## src/rtl/pwm_pkg.sv

```systemverilog
// Shared definitions for the PWM bank.
// Holds the output-mode encoding, the parameter defaults used by pwm_bank and
// pwm_channel, and the helper that sizes the channel-select index.
package pwm_pkg;

    localparam int DEF_WIDTH    = 16;
    localparam int DEF_CHANNELS = 4;
    localparam int DEF_PRESC_W  = 8;

    // Output modulation style latched at each boundary load.
    typedef enum logic {
        MODE_CMP = 1'b0,   // plain compare PWM
        MODE_BAM = 1'b1    // binary-weighted (bit-angle) modulation
    } pwm_mode_e;

    // Width of the channel index port; a single channel still gets one bit.
    function automatic int ch_idx_w(input int channels);
        return (channels > 1) ? $clog2(channels) : 1;
    endfunction

endpackage

```

## src/rtl/pwm_channel.sv

```systemverilog
// One output channel of the PWM bank: decodes the shared counter against this
// channel's active duty in either compare or BAM mode and registers the result.
//
// Ports
//   clock     rising-edge clock
//   reset_n   asynchronous active-low reset
//   cnt       shared period counter
//   duty      active (committed) duty for this channel
//   mode_sel  active modulation mode
//   out       registered modulated output (one clock behind cnt)
module pwm_channel
    import pwm_pkg::*;
#(
    parameter int WIDTH = DEF_WIDTH
) (
    input  logic             clock,
    input  logic             reset_n,
    input  logic [WIDTH-1:0] cnt,
    input  logic [WIDTH-1:0] duty,
    input  pwm_mode_e        mode_sel,
    output logic             out
);

    logic bam_bit;
    logic out_next;
    logic out_reg;

    // BAM: counts in [2^k, 2^(k+1)) carry duty bit k, so the slot is chosen by
    // the highest set bit of cnt. cnt == 0 has no set bit and stays low, which
    // makes the high time per period exactly equal to the duty value.
    always_comb begin
        bam_bit = 1'b0;
        for (int k = 0; k < WIDTH; k++) begin
            if (cnt[k]) begin
                bam_bit = duty[k];
            end
        end
    end

    always_comb begin
        out_next = (cnt < duty);
        if (mode_sel == MODE_BAM) begin
            out_next = bam_bit;
        end
    end

    always_ff @(posedge clock or negedge reset_n) begin
        if (!reset_n) begin
            out_reg <= 1'b0;
        end else begin
            out_reg <= out_next;
        end
    end

    assign out = out_reg;

endmodule

```

## src/rtl/pwm_bank.sv

```systemverilog
// Bank of CHANNELS PWM outputs sharing one prescaler and period counter.
// Duty values are written into per-channel shadow registers at any time and
// only reach the outputs when a commit is honoured at a period boundary, so an
// output never changes its duty in the middle of a period.
//
// Ports
//   clock         rising-edge clock
//   reset_n       asynchronous active-low reset
//   duty_data     duty value for a shadow write
//   duty_ch       channel index for the shadow write (out-of-range ignored)
//   duty_we       shadow write strobe
//   commit        load shadows and mode at the next boundary
//   mode          0 = compare PWM, 1 = BAM; captured at the boundary load
//   prescale      counter advances once every prescale+1 clocks
//   out           registered channel outputs
//   period_start  one-clock pulse while the counter sits at 0 after a wrap
//   pending       commit requested but not yet loaded
module pwm_bank
    import pwm_pkg::*;
#(
    parameter int WIDTH    = DEF_WIDTH,
    parameter int CHANNELS = DEF_CHANNELS,
    parameter int PRESC_W  = DEF_PRESC_W
) (
    input  logic                            clock,
    input  logic                            reset_n,
    input  logic [WIDTH-1:0]                duty_data,
    input  logic [ch_idx_w(CHANNELS)-1:0]   duty_ch,
    input  logic                            duty_we,
    input  logic                            commit,
    input  logic                            mode,
    input  logic [PRESC_W-1:0]              prescale,
    output logic [CHANNELS-1:0]             out,
    output logic                            period_start,
    output logic                            pending
);

    localparam int CH_W = ch_idx_w(CHANNELS);

    logic [PRESC_W-1:0] presc_reg;
    logic [WIDTH-1:0]   cnt_reg;
    logic               period_start_reg;
    logic               pending_reg;
    pwm_mode_e          mode_reg;

    logic tick;
    logic boundary;
    logic load;

    // Greater-or-equal rather than equality: if prescale is lowered below the
    // running prescaler value, the next compare fires at once instead of
    // waiting for the prescaler to wrap through its full range.
    assign tick     = (presc_reg >= prescale);
    assign boundary = tick && (cnt_reg == '1);
    // A commit arriving in the boundary cycle itself is loaded right there.
    assign load     = boundary && (pending_reg || commit);

    always_ff @(posedge clock or negedge reset_n) begin
        if (!reset_n) begin
            presc_reg        <= '0;
            cnt_reg          <= '0;
            period_start_reg <= 1'b0;
            pending_reg      <= 1'b0;
            mode_reg         <= MODE_CMP;
        end else begin
            presc_reg        <= tick ? '0 : presc_reg + 1'b1;
            period_start_reg <= boundary;
            if (tick) begin
                cnt_reg <= cnt_reg + 1'b1;
            end
            if (load) begin
                pending_reg <= 1'b0;
                mode_reg    <= pwm_mode_e'(mode);
            end else if (commit) begin
                pending_reg <= 1'b1;
            end
        end
    end

    assign period_start = period_start_reg;
    assign pending      = pending_reg;

    generate
        for (genvar gi = 0; gi < CHANNELS; gi++) begin : g_ch
            logic [WIDTH-1:0] shadow_reg;
            logic [WIDTH-1:0] active_reg;
            logic             wr;

            // Indices with no matching channel select nothing and are dropped.
            assign wr = duty_we && (duty_ch == CH_W'(gi));

            // Non-blocking update means a load coinciding with a write copies
            // the shadow value from before that write.
            always_ff @(posedge clock or negedge reset_n) begin
                if (!reset_n) begin
                    shadow_reg <= '0;
                    active_reg <= '0;
                end else begin
                    if (wr) begin
                        shadow_reg <= duty_data;
                    end
                    if (load) begin
                        active_reg <= shadow_reg;
                    end
                end
            end

            pwm_channel #(
                .WIDTH (WIDTH)
            ) u_channel (
                .clock    (clock),
                .reset_n  (reset_n),
                .cnt      (cnt_reg),
                .duty     (active_reg),
                .mode_sel (mode_reg),
                .out      (out[gi])
            );
        end
    endgenerate

endmodule

```

## config.mk

```make
export PLATFORM = sky130hd
export DESIGN_NAME = pwm_bank
export DESIGN_NICKNAME = d
export VERILOG_FILES = /design/src/rtl/pwm_pkg.sv /design/src/rtl/pwm_channel.sv /design/src/rtl/pwm_bank.sv
export SDC_FILE = /design/constraint.sdc
export NUM_CORES = 1
export LEC_CHECK = 0
export CORE_MARGIN = 2
export CORE_UTILIZATION = 32
export CTS_CLUSTER_DIAMETER = 50
export CTS_CLUSTER_SIZE = 12
export DETAILED_ROUTE_END_ITERATION = 6
export MAX_ROUTING_LAYER = met4
export PLACE_DENSITY = 0.53
export SYNTH_ARGS = -nofsm -noshare
export SYNTH_HDL_FRONTEND = slang
export SYNTH_SLANG_ARGS = --single-unit
```

## constraint.sdc

```tcl
create_clock -name clock -period 6.9 [get_ports clock]
set_clock_uncertainty 0.2 [all_clocks]
set_input_delay 0.69 -clock clock [delete_from_list [all_inputs] [get_ports clock]]
set_output_delay 0.69 -clock clock [all_outputs]
set_load 0.05 [all_outputs]
```

==> results.md <==
- Critical path, cell by cell: clkdlybuf4s50_1 -> inv_1 -> ha_1 -> o211a_1 -> nand2_1 -> o31ai_2 -> buf_4 -> and4_1 -> and4bb_4 -> buf_4 -> mux2_2
- Nets in the synthesized netlist: 819
- Die area: 28,300 um2
- WS Path Type: input port to flip-flop
- Most instantiated flip-flop cell in the synthesis netlist: dfrtp_1
- Outcome: finished, final reports clean
- Overall routed net length: 18,400 um
- Remaining number of nets flagged by the antenna check after routing: 0
- Number of global-route vias before repair: 5,568
- Routed via count: 5,464
- Actual transition at the worst max-transition pin: 1.11 ns
- Detailed Place HPWL: 13,100 um
- Max-capacitance violation count: 0
- Count of mapped cells out of synthesis: 718
- Starting density of the core: 32.2%
- Clk_lat worst skew: 0.43 ns
- Yosys reg bits: 159
- Detailed Route Iter0 Violations: 273
- Fraction of final layout cells sized beyond drive strength 1: 22.8%
- Initial antenna violation count: 0
- Area of the mapped netlist: 8620 um2
- Setup violation total in the final timing report: 0
- IO Port Bufs: 36
- DRC Markers: 0
- Total CTS buffers: 17
- Maximum number of pins on one net before global-route repair: 100
- Yosys warning total: 0
- Average via count per standard cell: 4.98
- Clock root cell: clkbuf_16
- Portion of the post-synthesis area used by sequential elements: 46.2%
- Min-Delay Path Class: input port to async pin
- N_diodes: 0
- Min setup slack post-route: 2.62 ns
- Post-synthesis average cell area: 12.0 um2
- Depth of the CTS H-tree: 4
- CP peak stage delay: 1.00 ns
- Unrepaired setup endpoints after global routing: false
- Multi-input combinational cell area: 4170 um2
- TritonCTS clock tree: done
- Deepest clock path buffer count: 2
- Arrival time reported for the critical path endpoint: 4.39 ns
- Hold-fix buffer count after cts: 0
- Pre-CTS setup slack: 2.14 ns
- Setup repair bufs after CTS: 0
- Wire length of the first global-routing pass: 30,900 um
- Gp weighted congestion: 0.818
- Overall overflow remaining after global route: 0
- Power per standard cell area: 258 nW/um2
- Sequential standard cell area: 3980 um2
- Final worst path period share: 62.0%
- Height of the die: 168 um
- Pre-antenna DRT Iters: 5
- Number of distinct library cells after synthesis: 57
- Global-route usage over all layers: 14.4%
- Pins Over Slew Limit: 0
- P_leak: 4.39 nW
- Number of top-level pins: 37
- Req. time, crit path: 7.01 ns
- Die width: 168 um
- Worst vdd rail ir drop: 0.000109 V
- Clock-pin slew reported for the worst setup and hold paths after clock tree synthesis: 0.06 ns
- Max Freq: 234 MHz
- Area grow syn2layout: 14.1%
- Crit-path slowest cell: and4bb_4
- Final-layout fill cell count: 2,600
- CP endpoint kind: flip-flop
- Final Total Pwr: 2.54 mW
- Crit Path Max Fanout: 52
- Worst slew margin relative to its limit: 25.8%
- Number of standard-cell rows in the floorplan: 60
- Final net count: 844
- Average wire length per cell after detail routing: 16.8 um
- Crit path launch type: input port
- Post-layout minimum cycle time: 4.28 ns
- Most common cell on crit path: buf_4
- Async S/R FF share, synth: 100%
- Fin Setup TNS: 0 ns
- Resized Gates After CTS: 0
- Area of the placeable core: 26,700 um2
- Final hold violations: 0
- Number of enable-type register cells in the synthesized netlist: 0
- Sinks on the clock net: 159
==> final timing paths <==
path,startpoint,end,slack [ns],depth (start not counted)
worst max-delay path,prescale[7],g_ch[3].active_reg[9],2.62,11
worst min-delay path,reset_n,g_ch[3].shadow_reg[2],0.17,1
worst max register to register,presc_reg[0],g_ch[3].active_reg[9],2.97,10
worst min register to register,g_ch[1].shadow_reg[11],g_ch[1].active_reg[11],0.29,1
max in group asynchronous,reset_n,g_ch[1].active_reg[12],5.01,2
min in group clock,g_ch[1].shadow_reg[11],g_ch[1].active_reg[11],0.29,1
==> per-stage QoR <==
stage | utilization [%] | instance area [um2] | std cells | hold slack (ns)
after CTS | 36.8 | 9830 | 1097 | 0.203
after detailed placement | 34.6 | 9250 | 1065 | 0.285
after global placement | 34.6 | 9250 | 1065 | 0.283
after floorplan | - | 8620 | 718 | 0.194
after global routing | 36.8 | 9830 | 1097 | 0.236
final | 36.8 | 9830 | 1097 | 0.170
==> layout by cell type (no fill, tap or decap), drive strengths merged, types with 9 or more instances in the layout <==
master         count
a2111oi           12
a211oi            13
a21o               9
a21oi             22
clkbuf            20
clkdlybuf4s50     35
dfrtp            159
ha                70
inv               78
mux2             130
nand2             18
nand3             20
nor2              24
o21ai             17
xnor2             12
xor2               9
==> metal layers <==
layer / part of all wire (%) / GRT usage, % / up-vias
met5: 0 / - / -
met4: 1.5 / 4.42 / 0
met3: 3.6 / 2.68 / 23
met2: 45 / 21.3 / 89
met1: 50 / 20.0 / 2713
li1: - / - / 2639
==> cell type report <==
type                       instances  area share, %
timing repair buffer              41           4.06
multi-input combinational        451           42.4
inverter                          73           2.79
sequential                       159           40.5
clock inverter                    12           1.27
clock buffer                      20           4.65
tap                              341           4.34
==> cells in the mapped netlist (12+ instances only) <==
library cell,number,area [um2]
nand2_1,18,67.6
clkbuf_1,20,75.1
o21ai_0,17,85.1
ha_1,70,876
inv_1,73,274
nor2_1,24,90.1
nand3_1,20,100
mux2_4,50,751
a211oi_1,13,97.6
mux2_2,80,901
a21oi_1,22,110
dfrtp_1,159,3980
xnor2_1,12,105
==> critical path: cells and delay by family <==
kind,cells,cell delay [ns]
buffers and inverters,4,1.12
muxes,1,0.36
and+or+nand+nor,3,1.46
AOI/OAI and AO/OA,2,0.37
adders and majority gates,1,0.30
==> kinds of logic (layout without fill, tap and decap cells) <==
group | Yosys count | in the layout | synth area share (%)
and+or+nand+nor | 113 | 113 | 7.00
DFF | 159 | 159 | 46.2
AOI/OAI and AO/OA | 117 | 117 | 9.85
xor gates and xnor gates | 21 | 21 | 2.13
muxes | 130 | 130 | 19.2
buffers and inverters | 108 | 146 | 5.50
adders and majority gates | 70 | 70 | 10.2
==> where the power goes <==
part / switching (mW) / internal (mW) / total (mW)
combinational: 0.233 / 0.231 / 0.464
sequential: 0.106 / 1.04 / 1.15
clock: 0.399 / 0.525 / 0.923
Note: power is estimated with default switching activity, not from simulation.
